`config.mk`:
```
export PLATFORM = sky130hd
export DESIGN_NAME = wb_burst_fetch
export DESIGN_NICKNAME = d
export VERILOG_FILES = /design/src/rtl/wb_fetch_pkg.sv /design/src/rtl/wb_fetch_fifo.sv /design/src/rtl/wb_burst_fetch.sv
export SDC_FILE = /design/constraint.sdc
export NUM_CORES = 1
export LEC_CHECK = 0
export ABC_AREA = 1
export CAP_MARGIN = 20
export CORE_ASPECT_RATIO = 0.6
export CORE_MARGIN = 1.5
export CORE_UTILIZATION = 50
export CTS_BUF_LIST = sky130_fd_sc_hd__clkbuf_16
export DETAILED_ROUTE_END_ITERATION = 10
export DONT_BUFFER_PORTS = 1
export GPL_TIMING_DRIVEN = 0
export MAX_ROUTING_LAYER = met4
export PLACE_DENSITY_LB_ADDON = 0.2
export SYNTH_ARGS = -nofsm -noshare
export SYNTH_HDL_FRONTEND = slang
export SYNTH_SLANG_ARGS = --single-unit
```
`constraint.sdc`:
```
create_clock -name clk -period 4.2 [get_ports clk]
set_input_delay 0 -clock clk [delete_from_list [all_inputs] [get_ports clk]]
set_output_delay 0 -clock clk [all_outputs]
set_load 0.02 [all_outputs]
```
`src/rtl/wb_fetch_pkg.sv`:
```
// Shared types and constants for the Wishbone burst fetch engine.
//   state_e   : control FSM states of wb_burst_fetch
//   CTI_*     : Wishbone B3 cycle type identifiers used by the initiator
//   BTE_*     : burst type extension (only linear bursts are issued)
//   cti_for() : cycle type for a beat, given whether it is the last of its burst
package wb_fetch_pkg;

    typedef enum logic [2:0] {
        IDLE,
        WAIT_SPACE,
        BURST,
        RETRY_GAP,
        FINISH
    } state_e;

    localparam logic [2:0] CTI_CLASSIC = 3'b000;
    localparam logic [2:0] CTI_INCR    = 3'b010;
    localparam logic [2:0] CTI_END     = 3'b111;
    localparam logic [1:0] BTE_LINEAR  = 2'b00;

    function automatic logic [2:0] cti_for(input logic last_beat);
        return last_beat ? CTI_END : CTI_INCR;
    endfunction

endpackage

```
`src/rtl/wb_fetch_fifo.sv`:
```
// First-word-fall-through FIFO holding fetched words until the stream drains them.
//   clk, rst  : clock, asynchronous active-high reset (pointers/count only)
//   push_i    : write wdata_i (caller guarantees there is room)
//   pop_i     : consume the head word; ignored while empty
//   flush_i   : discard all contents; wins over push/pop in the same cycle
//   rdata_o   : head word, valid whenever empty_o is low
//   empty_o   : no words stored
//   free_o    : number of unused entries
module wb_fetch_fifo #(
    parameter int DEPTH = 16,
    parameter int WIDTH = 32,
    localparam int AW = (DEPTH > 1) ? $clog2(DEPTH) : 1,
    localparam int CW = $clog2(DEPTH) + 1
) (
    input  logic             clk,
    input  logic             rst,
    input  logic             push_i,
    input  logic [WIDTH-1:0] wdata_i,
    input  logic             pop_i,
    input  logic             flush_i,
    output logic [WIDTH-1:0] rdata_o,
    output logic             empty_o,
    output logic [CW-1:0]    free_o
);

    logic [WIDTH-1:0] mem_q [DEPTH];
    logic [AW-1:0]    wr_ptr_q, wr_ptr_d;
    logic [AW-1:0]    rd_ptr_q, rd_ptr_d;
    logic [CW-1:0]    count_q, count_d;
    logic             do_pop;

    // Explicit wrap so non-power-of-two depths also work.
    function automatic logic [AW-1:0] ptr_inc(input logic [AW-1:0] p);
        return (p == AW'(DEPTH - 1)) ? '0 : p + AW'(1);
    endfunction

    assign empty_o = (count_q == '0);
    assign free_o  = CW'(DEPTH) - count_q;
    assign rdata_o = mem_q[rd_ptr_q];
    assign do_pop  = pop_i && !empty_o;

    always_comb begin
        wr_ptr_d = wr_ptr_q;
        rd_ptr_d = rd_ptr_q;
        count_d  = count_q;
        if (flush_i) begin
            wr_ptr_d = '0;
            rd_ptr_d = '0;
            count_d  = '0;
        end else begin
            if (push_i) wr_ptr_d = ptr_inc(wr_ptr_q);
            if (do_pop) rd_ptr_d = ptr_inc(rd_ptr_q);
            case ({push_i, do_pop})
                2'b10:   count_d = count_q + CW'(1);
                2'b01:   count_d = count_q - CW'(1);
                default: count_d = count_q;
            endcase
        end
    end

    always_ff @(posedge clk or posedge rst) begin
        if (rst) begin
            wr_ptr_q <= '0;
            rd_ptr_q <= '0;
            count_q  <= '0;
        end else begin
            wr_ptr_q <= wr_ptr_d;
            rd_ptr_q <= rd_ptr_d;
            count_q  <= count_d;
        end
    end

    // Storage carries no reset; only the occupancy decides what is visible.
    always_ff @(posedge clk) begin
        if (push_i && !flush_i) mem_q[wr_ptr_q] <= wdata_i;
    end

endmodule

```
`src/rtl/wb_burst_fetch.sv`:
```
// Wishbone B3 read initiator: fetches word_count_i words starting at base_adr_i
// with incrementing bursts and streams them out through an internal FWFT FIFO.
// A burst is only issued when the FIFO can absorb every beat of it.
//   clk, rst        : clock, asynchronous active-high reset
//   wb_*_o / wb_*_i : Wishbone B3 master port (32-bit data, byte address)
//   start_i         : one-cycle request, honoured only while busy_o is low
//   base_adr_i      : first byte address (bits [1:0] ignored)
//   word_count_i    : number of words to fetch (0 = immediate done)
//   abort_i         : cancel the active transfer and flush the FIFO
//   busy_o          : transfer in progress
//   done_o          : one-cycle pulse at the end of a transfer (normal or err)
//   error_o         : sticky bus-error flag, cleared by the next accepted start
//   dat_o, valid_o, ready_i : output word stream
module wb_burst_fetch
    import wb_fetch_pkg::*;
#(
    parameter int BURST_LEN   = 8,
    parameter int FIFO_DEPTH  = 16,
    parameter int COUNT_WIDTH = 16
) (
    input  logic                   clk,
    input  logic                   rst,
    output logic                   wb_cyc_o,
    output logic                   wb_stb_o,
    output logic                   wb_we_o,
    output logic [3:0]             wb_sel_o,
    output logic [31:0]            wb_adr_o,
    output logic [31:0]            wb_dat_o,
    output logic [2:0]             wb_cti_o,
    output logic [1:0]             wb_bte_o,
    input  logic [31:0]            wb_dat_i,
    input  logic                   wb_ack_i,
    input  logic                   wb_err_i,
    input  logic                   wb_rty_i,
    input  logic                   start_i,
    input  logic [31:0]            base_adr_i,
    input  logic [COUNT_WIDTH-1:0] word_count_i,
    input  logic                   abort_i,
    output logic                   busy_o,
    output logic                   done_o,
    output logic                   error_o,
    output logic [31:0]            dat_o,
    output logic                   valid_o,
    input  logic                   ready_i
);

    localparam int BW = $clog2(BURST_LEN) + 1;
    localparam int FW = $clog2(FIFO_DEPTH) + 1;

    state_e                 state_q, state_d;
    logic [31:0]            adr_q, adr_d;
    logic [COUNT_WIDTH-1:0] rem_q, rem_d;
    logic [BW-1:0]          beat_q, beat_d;
    logic                   cyc_q, cyc_d;
    logic [2:0]             cti_q, cti_d;
    logic                   busy_q, busy_d;
    logic                   done_q, done_d;
    logic                   error_q, error_d;

    logic                   fifo_push, fifo_flush, fifo_empty;
    logic [FW-1:0]          fifo_free;
    logic [BW-1:0]          beats;
    logic                   space_ok;

    assign beats    = (rem_q >= COUNT_WIDTH'(BURST_LEN)) ? BW'(BURST_LEN) : BW'(rem_q);
    assign space_ok = (fifo_free >= FW'(beats));

    always_comb begin
        state_d    = state_q;
        adr_d      = adr_q;
        rem_d      = rem_q;
        beat_d     = beat_q;
        cyc_d      = cyc_q;
        cti_d      = cti_q;
        busy_d     = busy_q;
        done_d     = 1'b0;
        error_d    = error_q;
        fifo_push  = 1'b0;
        fifo_flush = 1'b0;

        case (state_q)
            IDLE: begin
                if (start_i) begin
                    adr_d   = base_adr_i & 32'hFFFF_FFFC;
                    rem_d   = word_count_i;
                    error_d = 1'b0;
                    if (word_count_i == '0) begin
                        done_d = 1'b1;
                    end else begin
                        busy_d  = 1'b1;
                        state_d = WAIT_SPACE;
                    end
                end
            end
            // RETRY_GAP already spent its one idle cycle, so it may re-issue at once.
            WAIT_SPACE, RETRY_GAP: begin
                if (space_ok) begin
                    cyc_d   = 1'b1;
                    beat_d  = beats;
                    cti_d   = cti_for(beats == BW'(1));
                    state_d = BURST;
                end else begin
                    state_d = WAIT_SPACE;
                end
            end
            BURST: begin
                if (wb_err_i) begin
                    cyc_d   = 1'b0;
                    cti_d   = CTI_CLASSIC;
                    error_d = 1'b1;
                    done_d  = 1'b1;
                    state_d = FINISH;
                end else if (wb_rty_i) begin
                    cyc_d   = 1'b0;
                    cti_d   = CTI_CLASSIC;
                    state_d = RETRY_GAP;
                end else if (wb_ack_i) begin
                    fifo_push = 1'b1;
                    adr_d     = adr_q + 32'd4;
                    rem_d     = rem_q - COUNT_WIDTH'(1);
                    beat_d    = beat_q - BW'(1);
                    if (beat_q == BW'(1)) begin
                        // Dropping cyc here guarantees the idle cycle between bursts.
                        cyc_d = 1'b0;
                        cti_d = CTI_CLASSIC;
                        if (rem_q == COUNT_WIDTH'(1)) begin
                            done_d  = 1'b1;
                            state_d = FINISH;
                        end else begin
                            state_d = WAIT_SPACE;
                        end
                    end else if (beat_q == BW'(2)) begin
                        cti_d = CTI_END;
                    end
                end
            end
            FINISH: begin
                busy_d  = 1'b0;
                state_d = IDLE;
            end
            default: state_d = IDLE;
        endcase

        // Abort overrides everything, including an ack or err in the same cycle.
        if (abort_i && state_q != IDLE) begin
            state_d    = IDLE;
            cyc_d      = 1'b0;
            cti_d      = CTI_CLASSIC;
            busy_d     = 1'b0;
            done_d     = 1'b0;
            error_d    = error_q;
            fifo_push  = 1'b0;
            fifo_flush = 1'b1;
        end
    end

    always_ff @(posedge clk or posedge rst) begin
        if (rst) begin
            state_q <= IDLE;
            adr_q   <= '0;
            rem_q   <= '0;
            beat_q  <= '0;
            cyc_q   <= 1'b0;
            cti_q   <= CTI_CLASSIC;
            busy_q  <= 1'b0;
            done_q  <= 1'b0;
            error_q <= 1'b0;
        end else begin
            state_q <= state_d;
            adr_q   <= adr_d;
            rem_q   <= rem_d;
            beat_q  <= beat_d;
            cyc_q   <= cyc_d;
            cti_q   <= cti_d;
            busy_q  <= busy_d;
            done_q  <= done_d;
            error_q <= error_d;
        end
    end

    wb_fetch_fifo #(
        .DEPTH (FIFO_DEPTH),
        .WIDTH (32)
    ) u_fifo (
        .clk     (clk),
        .rst     (rst),
        .push_i  (fifo_push),
        .wdata_i (wb_dat_i),
        .pop_i   (ready_i),
        .flush_i (fifo_flush),
        .rdata_o (dat_o),
        .empty_o (fifo_empty),
        .free_o  (fifo_free)
    );

    assign wb_cyc_o = cyc_q;
    assign wb_stb_o = cyc_q;
    assign wb_we_o  = 1'b0;
    assign wb_sel_o = 4'hF;
    assign wb_adr_o = adr_q;
    assign wb_dat_o = '0;
    assign wb_cti_o = cti_q;
    assign wb_bte_o = BTE_LINEAR;
    assign busy_o   = busy_q;
    assign done_o   = done_q;
    assign error_o  = error_q;
    assign valid_o  = !fifo_empty;

endmodule

```
* Word level (Yosys, flattened, before mapping)
Memories as Yosys holds them, arrays and structs flattened.
Cells that the tools add are included.
Widths: inputs -> output; s select.
** Storage, ports and cells
- Register bits after elaboration :: 75
- Bits in writable memories :: 512
- Output and inout bits :: 112
- Word-level logic and storage cells :: 146
- Memories kept :: 1
** Memory list
- u_fifo.mem_q :: depth 16, bits a word 32, read ports 1, clocked after Yosys merged registers in 0, wr ports 1, RTL line wb_fetch_fifo.sv:26 : logic [WIDTH-1:0] mem_q [DEPTH];
** Operators by class
- Add/sub/neg operators :: 8
- $lt $le $gt $ge :: 2
- Equal/unequal tests :: 24
- Mux-type cells :: 74
- Bitwise operators :: 1
- Reduce and logical (&&, ||, !) cells :: 24
** Operators by type and width (number)
- $mux 32 :: 4
- $mux 16 :: 4
- $pmux 32 s2 :: 1
- $mux 3 :: 16
- $mux 4 :: 11
- $add 32x3->32 const B :: 1
- $pmux 16 s2 :: 1
- $mux 1 :: 27
- $eq 16x1->1 const B :: 1
- $ge 16x4->1 const B :: 1
- $logic_not 16->1 :: 1
- $reduce_and 4->1 :: 4
- $sub 16x1->16 const B :: 1
- $ne 2x2->1 const B :: 6
- $reduce_bool 3->1 :: 4
- $ne 5x5->1 const B :: 2
- $pmux 5 s2 :: 1
- $reduce_and 5->1 :: 2
- $ne 3x3->1 const B :: 3
- $pmux 3 s3 :: 1
- $add 4x1->4 const B :: 2
- $eq 4x1->1 const B :: 2
- $eq 4x4->1 const B :: 2
- $pmux 1 s2 :: 4
- 24 further kinds :: 31

* Longest topological paths before layout
- Word-level depth :: 8
- Depth in mapped cells :: 18
- Gate-level depth less buffers :: 18

* Hierarchy
From an unflattened synthesis, not the netlist that was laid out.
** Unflattened totals
- Cells, all modules :: 2353
- Area total of the unflattened synthesis :: 25594.5 um2
** Modules (own cells, without submodules)
- wb_fetch_fifo :: instances 1, cells each 1588, area each 20752.4 um2, seq. area each 15700.1 um2
- wb_burst_fetch :: instances 1, cells each 765, area each 4842.1 um2, seq. area each 1476.4 um2

* Least setup slack after synthesis
OpenSTA, ideal clock, no wires.
- Path type :: flip-flop to flip-flop
- Start point :: reg state_q[0]
- End point :: mem u_fifo.mem_q[0][0] (enable)
- Setup time :: 0.421 ns
- Arrival :: 2.452 ns
- Required time :: 3.779 ns
- Setup slack :: 1.327 ns
- Cell stages (with the launch flop) :: 8
- Path buffers :: 0
- Period minus slack after synthesis :: 2.873 ns
- Cell sequence :: dfrtp_1 -> nor2_4 -> nand2_2 -> nor2_4 -> nand2_1 -> inv_1 -> nand2_1 -> nor2_1
** On the way
- Longest elaborated chain between the ends :: 7
- Elaborated cells between the ends (all ways) :: 10
- Classes of those cells :: 1 x eq/ne; 5 x mux; 4 x reduce/logical
** RTL lines
- start, declared :: RTL line wb_burst_fetch.sv:50 : state_e state_q, state_d;
- start signal, assigned :: RTL line wb_burst_fetch.sv:169 : state_q <= state_d;
- $reduce_bool 3->1 :: RTL line wb_burst_fetch.sv:145 : if (abort_i && state_q != IDLE) begin
- $logic_and 1x1->1 :: RTL line wb_burst_fetch.sv:145
- $mux 1 :: RTL line wb_burst_fetch.sv:145
- $logic_not 1->1 :: RTL line wb_fetch_fifo.sv:75 : if (push_i && !flush_i) mem_q[wr_ptr_q] <= wdata_i;
- $logic_and 1x1->1 * :: RTL line wb_fetch_fifo.sv:75
- $mux 1 * :: RTL line wb_fetch_fifo.sv:75
- $mux 1 (implied by the code) * :: RTL line wb_fetch_fifo.sv:75
- end, declared :: RTL line wb_fetch_fifo.sv:26
Mark *: on every way between the ends. The rest lies on a longest branch, timed or not.

* Final worst setup path
- Start point :: in word_count_i[7]
- End point :: reg done_q, in the netlist done_o
** On the way
- Longest elaborated chain between the ends :: 5
** RTL lines
- start, declared :: RTL line wb_burst_fetch.sv:37 : input logic [COUNT_WIDTH-1:0] word_count_i,
- $logic_not 16->1 :: RTL line wb_burst_fetch.sv:87 : if (word_count_i == '0) begin
- $mux 1 :: RTL line wb_burst_fetch.sv:87
- $mux 1 :: RTL line wb_burst_fetch.sv:83 : if (start_i) begin
- $pmux 1 s2 :: RTL line wb_burst_fetch.sv:81 : case (state_q)
- $mux 1 :: RTL line wb_burst_fetch.sv:145
- via done_d :: RTL line wb_burst_fetch.sv:57 : logic done_q, done_d;
- end signal, assigned :: RTL line wb_burst_fetch.sv:176 : done_q <= done_d;
- end, declared :: RTL line wb_burst_fetch.sv:57
The timed path passes the listed nets, and every way through them passes these cells.
A chain may end at the register's enable or synchronous reset.

==> run summary <==
For the final-report hold violation count, the log shows 0. In the routed layout, each cell is associated on average with a via count of 5.84. Traced cell by cell, the critical path runs through dlygate4sd3_1, nor2_1, dlygate4sd3_1, nand2_1, dlygate4sd3_1, nor2_1, dlygate4sd3_1, nand4_1, dlygate4sd3_1, a21oi_1, dlygate4sd3_1.

The run gives 164 ps as the worst hold margin. The tools report the area of the core as 49700 um2. The synthesized area is 25400 um2. Dividing total power by cell area gives a power density of 645 nW/um2. For this run, the post-layout net count is 2614. Total setup violations reported at the end of the flow: 0. The synthesized design contains 584 register bits. First-iteration detailed-routing DRC count: 2719.

In this run, placement finished with an instance count of 3029. In the final layout, the share of cells above drive strength 1 is 8.87%. The delay of the slowest critical-path stage works out to 600 ps. At the pin with the least slew margin, the transition time is 1000 ps. The die boundary width is 294 um. The first global-routing pass estimated 115000 um of wire. The initial utilization of the core area, before any placement, comes to 51.0%. In this run the worst path has a maximum fanout of 2.

The post-detailed-route count of antenna-violating nets came out at 0. The kind of critical path was in2reg. The number of buffer cells added on primary ports is 0, and the height of the chip is 177 um. Summed over all layers, the global routing overflow is 0.

The tools report the initial antenna violation count as 11. Entering global routing, the biggest net connects 57 pins. The logs give 0.945 for the final weighted congestion in routability-driven placement and 4740 ps for the critical path required time. The number of buffers created by CTS is 54. The tools report the global-route usage over all layers as 31.1%. VDD sags by at most 407 uV. For this block, wires on met1 add up to 33300 um. Sequential elements use 67.7% of the synthesized area. Tracing the worst setup path back leads to its startpoint at word_count_i[7]. For this run, the top clock speed supported by timing is 281 MHz.

In this run the number of H-tree levels came out at 2. By instance count, the cell type seen most on the critical path is dlygate4sd3_1. From synthesis to final layout, the design area changed by 17.4%. The final max-slew violation count was 0.

The run finished with clean final reports. Counting every sink on the clock net gives 584. The final period demand of the worst path works out to 3560 ps. The via count of the first global-routing pass came out at 17600.

The tools report the non-filler instance count after layout as 3239. After detailed routing, the average wire length per cell comes to 24.2 um. Across all setup checks in the final design, the least slack found is 636 ps. Site row count: 63. Counting instances in the post-synthesis netlist gives the leading cell types as edfxtp_1, nor2_1, nand2_1. The tool flagged a number of max-cap violations equal to 0. Post-detailed-routing wire length: 78400 um. The tools report the met3 wire length as 12500 um. For the via count, the log shows 18900. In this run the top signal layer used is met4. The count of TritonRoute iterations in the first routing pass was 6; the maximum buffer depth of the clock tree was 3. The count of unique library cells instantiated by Yosys was 40. The number of gates resized after CTS is 0. The tools report the number of fill cells as 4000. The number of primary I/O pins is 200. For the worst-skew pair, the clock arrives at the later sink with an insertion delay of 610 ps. The fraction of registers with async set or reset after synthesis came out at 12.3%. Setup repair after global routing left no endpoint under its margin. The synthesized design contains 512 enable-type register cells. For the worst setup path, the data arrival time is 4110 ps. Among all flip-flop cells after synthesis, the most frequent one is edfxtp_1. Wire segments on met2 add up to 31100 um in the final route. The die covers 52100 um2. After clock tree synthesis, the clock-pin slew on the worst setup and hold paths is 70 ps. The run gives 10.5 nW as the reported leakage power. The design draws 19.2 mW. The cell sitting at the root of the clock tree is a clkbuf_16.

The path class of the tightest hold or removal check is in2reg. During synthesis, Yosys emitted a total of 0 warnings. Timing analysis after detailed placement gives a worst setup slack of 1320 ps. The mean area per synthesized cell is 11.1 um2. Number of buffers inserted to repair setup after CTS: 0. The category of the worst setup path capture point is a flop. By area the synthesized netlist is led by edfxtp_1, dfrtp_1, nor2_1, o21ai_0, nand2_1. The share of synthesized area in the top cell type comes to 60.6%.

In this run the critical register-to-register path is launched from rem_q[8]. For the post-synthesis instance total, the log shows 2291. The tools report the worst slew slack as a fraction of its limit as 33.1%. The startpoint identified for the worst hold timing path is base_adr_i[10]. The final worst-path cycle share works out to 84.9%.

The synthesized design spends more area on one cell type than any other, namely edfxtp_1. Library cell contributing the largest single delay on the critical path: dlygate4sd3_1. Cell with the most instances after synthesis: edfxtp_1. TritonCTS built the clock tree.

STA classifies the critical path startpoint as an input port. Across the routed clock network, the largest skew measured is 19.9 ps. The wire-length estimate of the detail-placed layout is 54300 um. After detailed routing, the number of remaining DRC violations is 0.
[flip-flops by register name, indices dropped and copies added (netlist names), 2 cells and up]
name	flops
rem_q	16
state_q	3
u_fifo.count_q	5
beat_q	4
u_fifo.rd_ptr_q	4
u_fifo.wr_ptr_q	4
wb_cti_o	2
wb_adr_o	30
u_fifo.mem_q	512
[what timing repair did]
item                       4_1_cts  5_1_grt
setup endpoints to repair        0        0
hold buffers                   101        0
hold endpoints to repair       652        0
[critical path: cells and delay by family]
family / cells / cell delay, ps
and+or+nand+nor: 4 / 500
AOI/OAI and AO/OA: 1 / 160
buffers and inverters: 6 / 3450
[layer usage]
metal  vias to the layer above  track usage (%)
met5                         -                -
met4                         0             6.08
met3                       126             13.6
met2                      1169             40.4
met1                      9124             44.8
li1                       8489                -
[final cells by class]
cell class / count / area [um2] / area share (%)
sequential: 584 / 17200 / 57.7
multi-input combinational: 1500 / 7200 / 24.2
timing repair buffer: 118 / 1430 / 4.81
clock buffer: 54 / 1350 / 4.54
buffer: 164 / 942 / 3.16
tap: 682 / 853 / 2.86
clock inverter: 46 / 493 / 1.66
inverter: 82 / 310 / 1.04
antenna: 9 / 22.5 / 0.0756
[path summary, 6_finish.rpt]
kind                                       to  slack [ps]  depth (start not counted)
max                                    done_o         640                         11
min                              wb_adr_o[10]         160                          3
max in group asynchronous  u_fifo.rd_ptr_q[2]        2590                          4
max reg2reg                        state_q[1]         690                         17
min reg2reg                         rem_q[12]         510                          2
min in group asynchronous         wb_cti_o[0]         480                          4
[stage by stage]
stage	TNS (ps)	cell area, um2	util (%)
detailed placement	0	26900	54.1
global route	0	29800	59.9
floorplan	0	25500	-
CTS	0	29800	59.8
global placement	-39810	26400	53.0
finish	0	29800	59.9
[placed cells by master, fill, tap and decap left out, types with 47 or more instances in the layout]
master and n:
o211ai_1 47, dlygate4sd3_1 101, dfrtp_1 72, o22ai_1 70, buf_4 50, edfxtp_1 512, inv_1 83, o21ai_0 295
nand3_1 104, nor2_1 445, nand2_1 312, clkbuf_16 54, clkbuf_1 63
[cell families after synthesis]
kind of cell             Yosys count  share of synthesized area, %
buffers and inverters            246                          4.93
flip-flops                       584                          67.7
AO/OA/AOI/OAI                    512                          11.3
AND/OR/NAND/NOR                  910                          14.4
adder cells (fa/ha/maj)           22                          1.11
other                              2                        0.0296
XOR/XNOR                          15                         0.518
[power by group]
part           leakage, nW  switching (mW)  internal, mW
Combinational         4.13            4.97          1.82
Clock                0.929            2.23          2.92
Sequential            5.49           0.662          6.62
(Power assumes the default switching activity.)
